File: config.mk
export PLATFORM = sky130hd
export DESIGN_NAME = pong_scoreboard_flat
export DESIGN_NICKNAME = d
export VERILOG_FILES = /design/src/rtl/pong_scoreboard_pkg.sv /design/src/rtl/pong_scoreboard_if.sv /design/src/rtl/pong_scoreboard_rise_detect.sv /design/src/rtl/pong_scoreboard.sv /design/src/flat_wrapper.sv
export SDC_FILE = /design/constraint.sdc
export NUM_CORES = 1
export LEC_CHECK = 0
export BUFFER_PORTS_ARGS = -buffer_cell sky130_fd_sc_hd__buf_2
export CAP_MARGIN = 40
export CORE_ASPECT_RATIO = 0.6
export CORE_UTILIZATION = 29
export DETAILED_ROUTE_END_ITERATION = 7
export GPL_TIMING_DRIVEN = 0
export SLEW_MARGIN = 30
export SYNTH_ARGS = -nofsm -noshare
export SYNTH_HDL_FRONTEND = slang
export SYNTH_SLANG_ARGS = --single-unit
File: constraint.sdc
create_clock -name clk -period 2.85 [get_ports clk]
set_clock_uncertainty 0.1 [all_clocks]
set_input_delay 0.4275 -clock clk [delete_from_list [all_inputs] [get_ports clk]]
set_output_delay 0.4275 -clock clk [all_outputs]
set_load 0.02 [all_outputs]
File: src/rtl/pong_scoreboard_pkg.sv
// Shared Pong definitions: match state encoding and side constants.
// The package is named pong_pkg because future Pong blocks reuse it.
package pong_pkg;

    typedef enum logic {
        PLAY = 1'b0,
        OVER = 1'b1
    } game_state_t;

    localparam logic SIDE_LFT = 1'b1;
    localparam logic SIDE_RGT = 1'b0;

endpackage

File: src/rtl/pong_scoreboard_if.sv
// Collision/new-game strobes in, scores and match status out.
// The master modport drives the strobes; the slave modport is the scoreboard.
interface pong_scoreboard_if #(
    parameter int SCORE_W = 4
);
    logic               lft_collision;
    logic               rgt_collision;
    logic               new_game;
    logic [SCORE_W-1:0] lft_score;
    logic [SCORE_W-1:0] rgt_score;
    logic               lft_win;
    logic               rgt_win;
    logic               game_over;
    logic               serve_lft;
    logic               point_pulse;

    modport master (
        output lft_collision, rgt_collision, new_game,
        input  lft_score, rgt_score, lft_win, rgt_win, game_over, serve_lft, point_pulse
    );

    modport slave (
        input  lft_collision, rgt_collision, new_game,
        output lft_score, rgt_score, lft_win, rgt_win, game_over, serve_lft, point_pulse
    );
endinterface

File: src/rtl/pong_scoreboard_rise_detect.sv
// 1-bit rising-edge detector: one-cycle pulse when the level goes high.
// The pulse is combinational from the current level so an event counts on its first sampled edge.
module rise_detect (
    input  logic clk,
    input  logic reset,
    input  logic level,
    output logic pulse
);
    logic prev;
    logic armed;

    // The first edge after reset only loads history, so a level already high at release is not an event.
    always_ff @(posedge clk or negedge reset) begin
        if (!reset) begin
            prev  <= 1'b0;
            armed <= 1'b0;
        end else begin
            prev  <= level;
            armed <= 1'b1;
        end
    end

    assign pulse = armed & level & ~prev;
endmodule

File: src/rtl/pong_scoreboard.sv
// Two-player Pong score keeper: edge-detected wall hits become points,
// with a win-by-margin decision, saturation guard, serve tracking and a point strobe.
module pong_scoreboard
    import pong_pkg::*;
#(
    parameter int SCORE_W   = 4,
    parameter int WIN_SCORE = 5,
    parameter int WIN_BY    = 1
) (
    input  logic              clk,
    input  logic              reset,
    pong_scoreboard_if.slave  bus
);
    localparam int MAX_INT  = (1 << SCORE_W) - 1;
    localparam int WIN_BY_C = (WIN_BY > MAX_INT) ? MAX_INT + 1 : WIN_BY;
    localparam logic [SCORE_W-1:0] MAX    = SCORE_W'(MAX_INT);
    localparam logic [SCORE_W-1:0] WIN_S  = SCORE_W'(WIN_SCORE);
    localparam logic [SCORE_W:0]   WIN_M  = (SCORE_W + 1)'(WIN_BY_C);

    logic lft_ev, rgt_ev, new_ev;

    rise_detect u_lft (.clk(clk), .reset(reset), .level(bus.lft_collision), .pulse(lft_ev));
    rise_detect u_rgt (.clk(clk), .reset(reset), .level(bus.rgt_collision), .pulse(rgt_ev));
    rise_detect u_new (.clk(clk), .reset(reset), .level(bus.new_game),      .pulse(new_ev));

    game_state_t        state, state_next;
    logic [SCORE_W-1:0] lft_q, lft_next, rgt_q, rgt_next;
    logic               lft_win_q, lft_win_next, rgt_win_q, rgt_win_next;
    logic               serve_q, serve_next, pulse_q, pulse_next;

    // Margin is taken one bit wider and only when the scorer leads, so it can never wrap.
    function automatic logic reaches_win(input logic [SCORE_W-1:0] s, input logic [SCORE_W-1:0] o);
        logic [SCORE_W:0] margin;
        margin = {1'b0, s} - {1'b0, o};
        return (s == MAX) || ((s >= WIN_S) && (s > o) && (margin >= WIN_M));
    endfunction

    always_ff @(posedge clk or negedge reset) begin
        if (!reset) begin
            state     <= PLAY;
            lft_q     <= '0;
            rgt_q     <= '0;
            lft_win_q <= 1'b0;
            rgt_win_q <= 1'b0;
            serve_q   <= SIDE_LFT;
            pulse_q   <= 1'b0;
        end else begin
            state     <= state_next;
            lft_q     <= lft_next;
            rgt_q     <= rgt_next;
            lft_win_q <= lft_win_next;
            rgt_win_q <= rgt_win_next;
            serve_q   <= serve_next;
            pulse_q   <= pulse_next;
        end
    end

    // new_game outranks collisions; a hit on both walls in one cycle is a void rally.
    always_comb begin
        state_next   = state;
        lft_next     = lft_q;
        rgt_next     = rgt_q;
        lft_win_next = lft_win_q;
        rgt_win_next = rgt_win_q;
        serve_next   = serve_q;
        pulse_next   = 1'b0;
        if (new_ev) begin
            lft_next     = '0;
            rgt_next     = '0;
            lft_win_next = 1'b0;
            rgt_win_next = 1'b0;
            state_next   = PLAY;
            if (lft_win_q)
                serve_next = SIDE_RGT;
            else if (rgt_win_q)
                serve_next = SIDE_LFT;
        end else begin
            case (state)
                PLAY: begin
                    if (rgt_ev && !lft_ev) begin
                        pulse_next = 1'b1;
                        lft_next   = lft_q + 1'b1;
                        serve_next = SIDE_RGT;
                        if (reaches_win(lft_next, rgt_q)) begin
                            lft_win_next = 1'b1;
                            state_next   = OVER;
                        end
                    end else if (lft_ev && !rgt_ev) begin
                        pulse_next = 1'b1;
                        rgt_next   = rgt_q + 1'b1;
                        serve_next = SIDE_LFT;
                        if (reaches_win(rgt_next, lft_q)) begin
                            rgt_win_next = 1'b1;
                            state_next   = OVER;
                        end
                    end
                end
                OVER: begin
                end
                default: state_next = PLAY;
            endcase
        end
    end

    assign bus.lft_score   = lft_q;
    assign bus.rgt_score   = rgt_q;
    assign bus.lft_win     = lft_win_q;
    assign bus.rgt_win     = rgt_win_q;
    assign bus.game_over   = lft_win_q | rgt_win_q;
    assign bus.serve_lft   = serve_q;
    assign bus.point_pulse = pulse_q;
endmodule

File: src/flat_wrapper.sv
// flat-port wrapper written by rule: the top's interface ports become plain ports
module pong_scoreboard_flat import pong_pkg::*;
#(
    parameter int SCORE_W   = 4,
    parameter int WIN_SCORE = 5,
    parameter int WIN_BY    = 1
)
  (clk, reset, bus_lft_collision, bus_rgt_collision, bus_new_game, bus_lft_score, bus_rgt_score, bus_lft_win, bus_rgt_win, bus_game_over, bus_serve_lft, bus_point_pulse);
  pong_scoreboard_if #(.SCORE_W(SCORE_W)) bus_i ();
  input  logic clk;
  input  logic reset;
  input wire logic [$bits(bus_i.lft_collision)-1:0] bus_lft_collision;
  input wire logic [$bits(bus_i.rgt_collision)-1:0] bus_rgt_collision;
  input wire logic [$bits(bus_i.new_game)-1:0] bus_new_game;
  output wire logic [$bits(bus_i.lft_score)-1:0] bus_lft_score;
  output wire logic [$bits(bus_i.rgt_score)-1:0] bus_rgt_score;
  output wire logic [$bits(bus_i.lft_win)-1:0] bus_lft_win;
  output wire logic [$bits(bus_i.rgt_win)-1:0] bus_rgt_win;
  output wire logic [$bits(bus_i.game_over)-1:0] bus_game_over;
  output wire logic [$bits(bus_i.serve_lft)-1:0] bus_serve_lft;
  output wire logic [$bits(bus_i.point_pulse)-1:0] bus_point_pulse;
  assign bus_i.lft_collision = bus_lft_collision;
  assign bus_i.rgt_collision = bus_rgt_collision;
  assign bus_i.new_game = bus_new_game;
  assign bus_lft_score = bus_i.lft_score;
  assign bus_rgt_score = bus_i.rgt_score;
  assign bus_lft_win = bus_i.lft_win;
  assign bus_rgt_win = bus_i.rgt_win;
  assign bus_game_over = bus_i.game_over;
  assign bus_serve_lft = bus_i.serve_lft;
  assign bus_point_pulse = bus_i.point_pulse;
  pong_scoreboard #(.SCORE_W(SCORE_W), .WIN_SCORE(WIN_SCORE), .WIN_BY(WIN_BY)) u_core (.clk(clk), .reset(reset), .bus(bus_i));
endmodule
After elaboration in Yosys (flattened, before gate mapping). Index checks and enable logic that the tools add are counted.

Register bits after elaboration: 17. Input port bits: 5.

$add $sub $neg: 4. Magnitude comparators: 6. Equal/unequal tests: 5. Muxes and demuxes: 32. Bitwise operators: 10. Reductions and logical operators: 20.

Operators by type and width (number): 2-to-1 mux 4 bit (7); 2-to-1 mux 1 bit (25); >= comparator 5 x 1 -> 1 bit (second input constant) (2); subtractor 4 x 4 -> 5 bit (2); AND reduction 3 bit (3); adder 4 x 1 -> 4 bit (second input constant) (2); equality test 4 bit (second input constant) (2); >= comparator 4 x 3 -> 1 bit (second input constant) (2); > comparator 4 bit (2); nonzero test 2 bit (4); bitwise AND 1 bit (6); logical AND 1 bit (6); inequality test 2 x 1 -> 1 bit (second input constant) (2); AND reduction 4 bit (1); inequality test 3 bit (second input constant) (1); NOT 1 bit (3); nonzero test 3 bit (1); logical NOT 1 bit (2); logical OR 1 bit (2); AND reduction 2 bit (1); bitwise OR 1 bit (1).

Logic depth before layout (Yosys ltp). Gate-level depths: netlist of the first run.

Depth after elaboration: 10. Mapped depth: 9.

Modules after synthesis. From an unflattened synthesis of the first run, not the netlist that was laid out.

Cells, all modules: 146. Area, all modules: 1371.3 um^2.

By module, submodules not included: pong_scoreboard (times used 1, cells an instance 134, area each 1183.6 um^2, sequential area each 326.6 um^2); rise_detect (times used 3, cells an instance 4, area each 62.6 um^2, sequential area each 50.0 um^2).

Worst setup path after synthesis of the first run. No wires, ideal clock.

Kind: reg-to-reg. Start: register u_core.rgt_q[1], in the netlist u_core.bus.rgt_score[1]. End: register u_core.state. Arrival: 2.247 ns. Required time: 2.651 ns. Path slack: 0.404 ns. Cell stages (with the launch flop): 9. Buffers on the path: 0. Cells stage by stage: dfrtp_1 > inv_1 > ha_1 > fa_1 > o31ai_1 > a21oi_1 > o21ai_0 > nand4_1 > a311oi_1.

Longest elaborated chain between the ends: 10. Elaborated cells between the ends (all ways): 21.

RTL lines: from (decl) (line pong_scoreboard.sv:27) `logic [SCORE_W-1:0] lft_q, lft_next, rgt_q, rgt_next;`; from (signal assigned) (line pong_scoreboard.sv:50) `rgt_q <= rgt_next;`; adder 4 x 1 -> 4 bit (line pong_scoreboard.sv:90) `rgt_next = rgt_q + 1'b1;`; subtractor 4 x 4 -> 5 bit (tied with other cells) (line pong_scoreboard.sv:34) `margin = {1'b0, s} - {1'b0, o};`; >= comparator 5 x 1 -> 1 bit or logical AND 1 bit (tied branches) (line pong_scoreboard.sv:35) `return (s == MAX) || ((s >= WIN_S) && (s > o) && (margin >= WIN_M));`; logical AND 1 bit (line pong_scoreboard.sv:35); logical OR 1 bit (line pong_scoreboard.sv:35); 2-to-1 mux 1 bit (line pong_scoreboard.sv:92) `if (reaches_win(rgt_next, lft_q)) begin`; 2-to-1 mux 1 bit (line pong_scoreboard.sv:88) `end else if (lft_ev && !rgt_ev) begin`; 2-to-1 mux 1 bit * (line pong_scoreboard.sv:80) `if (rgt_ev && !lft_ev) begin`; 2-to-1 mux 1 bit * (line pong_scoreboard.sv:78) `case (state)`; 2-to-1 mux 1 bit * (line pong_scoreboard.sv:67) `if (new_ev) begin`; named net u_core.state_next (line pong_scoreboard.sv:26) `game_state_t state, state_next;`; to (signal assigned) (line pong_scoreboard.sv:48) `state <= state_next;`; to (decl) (line pong_scoreboard.sv:26).

The timed path passes the listed nets; every way through them passes the cells marked *. A chain may end at the register's enable or synchronous reset.

Worst setup path after layout of the first run.
Start: register u_core.lft_q[1], in the netlist u_core.bus.lft_score[1]. End: register u_core.lft_win_q, in the netlist u_core.bus.lft_win.

Longest elaborated chain between the ends: 7. Elaborated cells between the ends (all ways): 11.

RTL lines: from (decl) (line pong_scoreboard.sv:27); from (signal assigned) (line pong_scoreboard.sv:49) `lft_q <= lft_next;`; adder 4 x 1 -> 4 bit * (line pong_scoreboard.sv:82) `lft_next = lft_q + 1'b1;`; subtractor 4 x 4 -> 5 bit (tied with other cells) (line pong_scoreboard.sv:34); >= comparator 5 x 1 -> 1 bit or logical AND 1 bit (tied branches) (line pong_scoreboard.sv:35); logical AND 1 bit (line pong_scoreboard.sv:35); logical OR 1 bit * (line pong_scoreboard.sv:35); nonzero test 2 bit (no line) *; AND reduction 3 bit (no line) *; to (signal assigned) (line pong_scoreboard.sv:51) `lft_win_q <= lft_win_next;`; to (decl) (line pong_scoreboard.sv:28) `logic lft_win_q, lft_win_next, rgt_win_q, rgt_win_next;`.

Every way passes the cells marked *; elsewhere a longest branch is shown, timed or not.

==> results_tabular.tex, run 1 <==
\begin{tabular}{lr}
\hline
Metric & Value \\
\hline
\multicolumn{2}{l}{\textbf{Logic synthesis}} \\
Sequential-to-total area share from yosys stat & 32.7\% \\
Post-synth net total & 167 \\
Distinct cell type count of the synthesized netlist & 37 \\
Top post-synthesis cells by area & sky130\_fd\_sc\_hd\_\_dfrtp\_1, sky130\_fd\_sc\_hd\_\_ha\_1, sky130\_fd\_sc\_hd\_\_xnor2\_1 \\
Post-synthesis instance area & 0.00131 mm2 \\
Fraction of synthesized cell area taken by the top area cell type & 30.7\% \\
YS warnings & 0 \\
Post-synthesis cell type with the largest combined area & sky130\_fd\_sc\_hd\_\_dfrtp\_1 \\
Post-Syn Instances & 145 \\
Mean area per synthesized cell & 9.01 um2 \\
Yosys reg bits & 17 \\
\multicolumn{2}{l}{\textbf{Die}} \\
Die Outline Area & 0.00479 mm2 \\
Floorplan core area & 0.00421 mm2 \\
Row count & 18 \\
Effective utilization at floorplan & 31.0\% \\
Vertical die dimension & 54.0 um \\
I/O pin count & 18 \\
Die boundary width & 88.6 um \\
\multicolumn{2}{l}{\textbf{Clocking}} \\
Post-CTS setup buffer count & 0 \\
Register clock-pin slew on the reported worst setup and hold paths & 0.06 ns \\
Total CTS buffers & 3 \\
Root cell of the clock tree & sky130\_fd\_sc\_hd\_\_clkbuf\_8 \\
Sink Count & 17 \\
CTS hold repair buffers & 0 \\
Clock tree from TritonCTS & built \\
Maximum buffer depth of the clock tree & 2 \\
Count of H-tree levels built during CTS & 1 \\
Clock latency reported for the late side of the worst-skew pair & 0.25 ns \\
\multicolumn{2}{l}{\textbf{STA}} \\
Count of endpoints failing setup in the final report & 0 \\
Setup repair after global routing missed its margin & no \\
Setup ws final & 0.221 ns \\
Slew margin rel. & 66.0\% \\
Worst Max-Slew Pin Slew & 0.510 ns \\
Minimum clock period after layout & 2.63 ns \\
Final critical-path share of the clock period & 92.2\% \\
Final-layout setup total negative slack & 0 ns \\
Final max-slew violation count & 0 \\
Fmax & 0.380 GHz \\
Final hold slack & -0.00363 ns \\
Hold violation count in the final report & 14 \\
\multicolumn{2}{l}{\textbf{Power and ir drop}} \\
Sw Ratio & 44.1\% \\
Combinational Power Share & 53.4\% \\
Power density normalized to cell area & 729 mW/mm2 \\
Power spent charging and discharging nets & 487 uW \\
Cell leakage power & 0.688 nW \\
Pwr Total & 1.10 mW \\
Clock network fraction of total power & 15.8\% \\
Internal power & 616 uW \\
Largest vdd supply drop & 0.000283 V \\
Sequential power share & 30.9\% \\
\multicolumn{2}{l}{\textbf{Finish}} \\
Fraction of final layout cells with drive strength greater than 1 & 16.3\% \\
Highest-count cells in the layout ignoring fill and taps & sky130\_fd\_sc\_hd\_\_buf\_2, sky130\_fd\_sc\_hd\_\_inv\_1, sky130\_fd\_sc\_hd\_\_ha\_1, sky130\_fd\_sc\_hd\_\_dfrtp\_1, sky130\_fd\_sc\_hd\_\_a21oi\_1 \\
Leading cell type in the layout, fill and taps excluded & sky130\_fd\_sc\_hd\_\_buf\_2 \\
Number of nets at the end of the flow & 189 \\
Layout filler cell count & 449 \\
Antenna diodes & 0 \\
Area Growth Syn to Fin & 15.8\% \\
\multicolumn{2}{l}{\textbf{Global route}} \\
Global route total overflow & 0 \\
Pin count of the biggest net entering global routing & 18 \\
Antenna violations before repair & 0 \\
Gr usage total & 12.9\% \\
Vias in the first global route & 890 \\
Global-route wire length before repair & 4440 um \\
\multicolumn{2}{l}{\textbf{Setup path}} \\
Slowest stage delay, CP & 0.48 ns \\
End of the worst register-to-register path & u\_core.bus.lft\_win \\
Critical Path Start Type & flip-flop \\
Reg2reg setup slack & 0.22 ns \\
Worst reg-to-reg path cell count & 8 \\
Worst setup path category & flip-flop to flip-flop \\
Critical Path, Cell by Cell & ha\_1, xor2\_1, ha\_1, a21oi\_1, and4b\_1, o21ai\_0, a311oi\_1, nor3\_1 \\
Required time of the worst setup path & 2.86 ns \\
Max FO, Critical Path & 8 \\
Reg-to-Reg Start & u\_core.bus.lft\_score[1] \\
Most frequent cell on the critical path & sky130\_fd\_sc\_hd\_\_ha\_1 \\
Capturing element type of the critical path & flip-flop \\
Endpoint arrival time on the critical path & 2.63 ns \\
Standard cell with the maximum stage delay on the critical path & sky130\_fd\_sc\_hd\_\_dfrtp\_1 \\
\multicolumn{2}{l}{\textbf{Placed design}} \\
DP Wirelength & 2260 um \\
Number of port buffers & 17 \\
Worst Setup Slack post-DPL & 0.164 ns \\
Routability-driven placement congestion ratio & 0.762 \\
\multicolumn{2}{l}{\textbf{Min path}} \\
Path class of the lowest-slack min-delay path & input pin to asynchronous set/reset pin \\
\multicolumn{2}{l}{\textbf{Drt}} \\
DR vias & 1100 \\
Routed len/inst & 12.6 um \\
Iter 0 DRT Violations & 45 \\
Drt pass-1 iters & 4 \\
Remaining antenna violation count & 0 \\
Sum of routed wire length over all layers & 2850 um \\
Routed via count divided by cell count & 4.87 \\
DRC viols & 0 \\
\multicolumn{2}{l}{\textbf{Outcome}} \\
Result of the run & finished, violations left \\
Violated checks & negative hold slack \\
\multicolumn{2}{l}{\textbf{Job}} \\
Max-cap check violation count & 0 \\
\hline
\end{tabular}
==> through the flow <==
step / util (%) / area, um2 / cells
after floorplan: - / 1310 / 145
after detailed placement: 34.8 / 1470 / 222
final: 35.9 / 1510 / 226
after global placement: 34.8 / 1470 / 222
after CTS: 35.9 / 1510 / 226
after global routing: 35.9 / 1510 / 226
==> logic make-up after synthesis <==
kind of cell | Yosys count | share of synthesized area, %
compound gates | 34 | 17.1
simple gates | 47 | 19.4
xor+xnor | 11 | 7.38
buf+inv | 18 | 5.75
fa+ha+maj | 17 | 17.4
other cells | 1 | 0.287
flops | 17 | 32.7
==> critical path, delay by kind of cell (launching register included) <==
| kind | cells | cell delay (ns) |
|---|---|---|
| fa+ha+maj | 2 | 0.64 |
| xor+xnor | 1 | 0.28 |
| flops | 1 | 0.48 |
| compound gates | 3 | 0.68 |
| simple gates | 2 | 0.31 |
==> final cells by class <==
type	instances	area, um2	share of cell area, %
multi-input combinational	110	805	53.2
sequential	17	428	28.3
timing repair buffer	17	85.1	5.62
tap	60	75.1	4.96
inverter	15	56.3	3.72
clock buffer	4	45.0	2.98
buffer	3	18.8	1.24
==> worst max-delay path by stage <==
stage / from / to / cells past startpoint
final: u_core.bus.lft_score[1] / u_core.bus.lft_win / 8
after detailed placement: u_core.bus.lft_score[0] / u_core.state / 8
after CTS: u_core.bus.lft_score[0] / u_core.state / 8
after global routing: u_core.bus.lft_score[1] / u_core.bus.lft_win / 8
after floorplan: u_core.bus.rgt_score[1] / u_core.state / 8
after global placement: u_core.bus.lft_score[0] / u_core.state / 8
==> per-layer routing <==
metal / wire, um / vias up / track usage [%]
li1: - / 567 / -
met1: 1700 / 506 / 21.0
met2: 993 / 27 / 15.9
met5: 0 / - / 0
met4: 0 / 0 / 0.806
met3: 152 / 0 / 4.60
==> registers in the layout, summed over array words and instances (netlist names) <==
name	count
u_core.u_lft.armed	1
u_core.u_lft.prev	1
u_core.bus.lft_win	1
u_core.u_rgt.prev	1
u_core.bus.rgt_win	1
u_core.bus.rgt_score	4
u_core.state	1
u_core.bus.serve_lft	1
u_core.bus.point_pulse	1
u_core.bus.lft_score	4
u_core.u_new.prev	1
==> synthesized netlist by cell type, drive strengths merged <==
cell / number
a21bo: 1
nor3b: 2
or2: 3
and4b: 2
a21oi: 11
a21boi: 3
xnor2: 7
ha: 15
o31ai: 2
a22oi: 1
clkbuf: 2
a31oi: 2
o22ai: 1
a211oi: 1
nor3: 3
conb: 1
a211o: 1
xor2: 4
buf: 1
and3b: 1
nor2b: 2
inv: 15
nand3: 6
fa: 2
nand2: 8
nor2: 10
dfstp: 1
a41oi: 1
a311oi: 4
or3: 2
o21ai: 6
nor4: 1
dfrtp: 16
nand3b: 3
nand4: 4
==> repair_timing <==
item                                   4_1_cts  5_1_grt
setup endpoints to repair                    0        2
gates resized for setup                      0        1
endpoints found under the hold margin        0        0
==> power groups by stage <==
stage	Sequential (mW)	Combinational, mW	Clock, mW
2_1_floorplan	0.358	0.414	0
3_3_place_gp	0.342	0.581	0
3_5_place_dp	0.342	0.583	0
4_1_cts	0.337	0.585	0.182
5_1_grt	0.348	0.666	0.193
6_report	0.340	0.588	0.174
(Power assumes the default switching activity.)
==> run 2: changes to the inputs <==
--- a/config.mk
+++ b/config.mk
@@ -10,7 +10,6 @@
 export CORE_ASPECT_RATIO = 0.6
 export CORE_UTILIZATION = 29
 export DETAILED_ROUTE_END_ITERATION = 7
-export GPL_TIMING_DRIVEN = 0
 export SLEW_MARGIN = 30
 export SYNTH_ARGS = -nofsm -noshare
 export SYNTH_HDL_FRONTEND = slang
==> constraint.sdc (replaced) <==
create_clock -name clk -period 2.85 [get_ports clk]
set_clock_uncertainty 0.1 [all_clocks]
set_input_delay 0.1425 -clock clk [delete_from_list [all_inputs] [get_ports clk]]
set_output_delay 0.1425 -clock clk [all_outputs]
set_load 0.02 [all_outputs]
==> run 2 against run 1 <==
  * Via count rose by 1.5%
  * Largest cell class unchanged
  * The flow now finishes without violations
  * Fmax rose by 1.3%
  * Final cell count rose by 1.8%
  * Total power rose by 3.1%
  * Routed wire length rose by 4.6%
==> results_tabular.tex, run 2 (synthesis gave the netlist of run 1 again) <==
\begin{tabular}{lr}
\hline
Metric & Value \\
\hline
\multicolumn{2}{l}{\textbf{Job}} \\
Max-cap check violation count & 0 \\
\multicolumn{2}{l}{\textbf{Setup path}} \\
Capturing element type of the critical path & flip-flop \\
Max FO, Critical Path & 8 \\
End of the worst register-to-register path & u\_core.state \\
Endpoint arrival time on the critical path & 2.63 ns \\
Reg2reg setup slack & 0.26 ns \\
Required time of the worst setup path & 2.88 ns \\
Worst reg-to-reg path cell count & 8 \\
Reg-to-Reg Start & u\_core.bus.lft\_score[1] \\
Critical Path Start Type & flip-flop \\
Worst setup path category & flip-flop to flip-flop \\
\multicolumn{2}{l}{\textbf{Clocking}} \\
Register clock-pin slew on the reported worst setup and hold paths & 0.07 ns \\
Sink Count & 17 \\
Clock tree from TritonCTS & built \\
Maximum buffer depth of the clock tree & 2 \\
Count of H-tree levels built during CTS & 1 \\
Root cell of the clock tree & sky130\_fd\_sc\_hd\_\_clkbuf\_8 \\
Clock latency reported for the late side of the worst-skew pair & 0.25 ns \\
Total CTS buffers & 3 \\
\multicolumn{2}{l}{\textbf{Finish}} \\
Final cell count without fillers & 230 \\
Fraction of final layout cells with drive strength greater than 1 & 16.5\% \\
Leading cell type in the layout, fill and taps excluded & sky130\_fd\_sc\_hd\_\_buf\_2 \\
Highest-count cells in the layout ignoring fill and taps & sky130\_fd\_sc\_hd\_\_buf\_2, sky130\_fd\_sc\_hd\_\_dfrtp\_1, sky130\_fd\_sc\_hd\_\_inv\_1, sky130\_fd\_sc\_hd\_\_ha\_1, sky130\_fd\_sc\_hd\_\_a21oi\_1 \\
Post-Route Utilization & 36.9\% \\
Number of nets at the end of the flow & 193 \\
Finished Cell Area & 0.00156 mm2 \\
Antenna diodes & 0 \\
Area Growth Syn to Fin & 19.1\% \\
\multicolumn{2}{l}{\textbf{Drt}} \\
Routed via count divided by cell count & 4.86 \\
Remaining antenna violation count & 0 \\
Routed len/inst & 13.0 um \\
Drt pass-1 iters & 4 \\
DR vias & 1117 \\
Sum of routed wire length over all layers & 2980 um \\
Iter 0 DRT Violations & 71 \\
DRC viols & 0 \\
\multicolumn{2}{l}{\textbf{Min path}} \\
Path class of the lowest-slack min-delay path & input pin to asynchronous set/reset pin \\
\multicolumn{2}{l}{\textbf{Die}} \\
Die Outline Area & 0.00479 mm2 \\
Die boundary width & 88.6 um \\
Floorplan core area & 0.00421 mm2 \\
Row count & 18 \\
I/O pin count & 18 \\
Vertical die dimension & 54.0 um \\
Effective utilization at floorplan & 31.0\% \\
\multicolumn{2}{l}{\textbf{Global route}} \\
Layer with the highest usage & met1 \\
Gr usage total & 14.0\% \\
GRT met2 Usage & 18.1\% \\
Met3 usage in global routing & 3.68\% \\
Global-route wire length before repair & 4850 um \\
Pin count of the biggest net entering global routing & 18 \\
Antenna violations before repair & 0 \\
Met1 GRT Util & 21.9\% \\
Global route total overflow & 0 \\
Vias in the first global route & 972 \\
\multicolumn{2}{l}{\textbf{Power and ir drop}} \\
Clock network fraction of total power & 16.0\% \\
Largest vdd supply drop & 0.000435 V \\
Combinational Power Share & 54.9\% \\
Sw Ratio & 44.4\% \\
Cell leakage power & 0.712 nW \\
Internal power & 632 uW \\
Power spent charging and discharging nets & 505 uW \\
Power density normalized to cell area & 731 mW/mm2 \\
Sequential power share & 29.1\% \\
\multicolumn{2}{l}{\textbf{STA}} \\
Minimum clock period after layout & 2.59 ns \\
Final-layout setup total negative slack & 0 ns \\
Final max-slew violation count & 0 \\
Final critical-path share of the clock period & 91.0\% \\
Setup repair after global routing missed its margin & no \\
Hold violation count in the final report & 0 \\
Fmax & 0.385 GHz \\
Count of endpoints failing setup in the final report & 0 \\
\multicolumn{2}{l}{\textbf{Placed design}} \\
Placed Instances & 222 \\
DP Wirelength & 2400 um \\
Routability-driven placement congestion ratio & 0.833 \\
Post-DP Area & 0.00147 mm2 \\
Number of port buffers & 17 \\
\multicolumn{2}{l}{\textbf{Outcome}} \\
Result of the run & completed \\
\hline
\end{tabular}
run 2: changes by cell type in the layout (fill, tap and decap cells not counted):
| cell | previous run | this run |
|---|---|---|
| sky130_fd_sc_hd__dfrtp_1 | 15 | 16 |
| sky130_fd_sc_hd__o21ai_0 | 6 | 5 |
| sky130_fd_sc_hd__buf_4 | 0 | 3 |
| sky130_fd_sc_hd__dfrtp_2 | 1 | 0 |
| sky130_fd_sc_hd__clkbuf_1 | 3 | 1 |
| sky130_fd_sc_hd__o21ai_1 | 0 | 1 |
| sky130_fd_sc_hd__buf_6 | 1 | 0 |
| sky130_fd_sc_hd__dlygate4sd3_1 | 0 | 4 |
run 2: how the worst max path moves through the flow:
stage                       startpoint           end  slack (ns)  cells past startpoint
2_1_floorplan  u_core.bus.rgt_score[1]  u_core.state        0.40                      8
3_5_place_dp   u_core.bus.lft_score[1]  u_core.state        0.22                      8
5_1_grt        u_core.bus.rgt_score[0]  u_core.state       0.003                      8
4_1_cts        u_core.bus.lft_score[1]  u_core.state        0.20                      8
3_3_place_gp   u_core.bus.lft_score[1]  u_core.state        0.26                      8
6_report       u_core.bus.lft_score[1]  u_core.state        0.26                      8
run 2: timing repair:
action,CTS,global route
setup endpoints to repair,0,1
setup buffers,0,0
endpoints found under the hold margin,19,0
resized for setup,0,1
hold buffers,4,0
run 2: metrics by stage:
step / total power [mW] / worst slack, ns / hold WS [ns]
detailed placement: 0.946 / 0.221 / -0.00671
floorplan: 0.773 / 0.404 / -0.253
global placement: 0.947 / 0.257 / -0.0101
CTS: 1.14 / 0.201 / 0.249
global route: 1.25 / 0.00258 / 0.299
finish: 1.14 / 0.256 / 0.242
run 2: layout make-up:
type / count / area (um2)
Timing Repair Buffer: 24 / 148
Sequential cell: 17 / 427
Multi-Input combinational cell: 110 / 805
Clock buffer: 4 / 45.0
Fill cell: 439 / 2660
Tap cell: 60 / 75.1
Inverter: 15 / 56.3
run 2: power by group through the flow:
| stage | registers, mW | clock network (mW) | logic [mW] |
|---|---|---|---|
| finish | 0.331 | 0.181 | 0.624 |
| global route | 0.338 | 0.202 | 0.713 |
| CTS | 0.331 | 0.187 | 0.619 |
| detailed placement | 0.335 | 0 | 0.610 |
| global placement | 0.333 | 0 | 0.614 |
| floorplan | 0.358 | 0 | 0.414 |
run 2: worst max-delay path: stages (launching register included):
cell and delay, ns:
sky130_fd_sc_hd__dfrtp_1 0.48, sky130_fd_sc_hd__inv_1 0.16, sky130_fd_sc_hd__ha_1 0.37, sky130_fd_sc_hd__fa_1 0.46, sky130_fd_sc_hd__xor2_1 0.19, sky130_fd_sc_hd__nor3b_1 0.18, sky130_fd_sc_hd__o21ai_1 0.13, sky130_fd_sc_hd__a311oi_1 0.33
sky130_fd_sc_hd__a311oi_1 0.08
run 2: routing by layer:
layer	vias to the layer above	part of all wire, %	wire length (um)
met2	30	36	1070
met1	519	57	1700
met5	-	0	0
li1	563	-	-
met3	5	6.0	178
met4	0	0.97	29
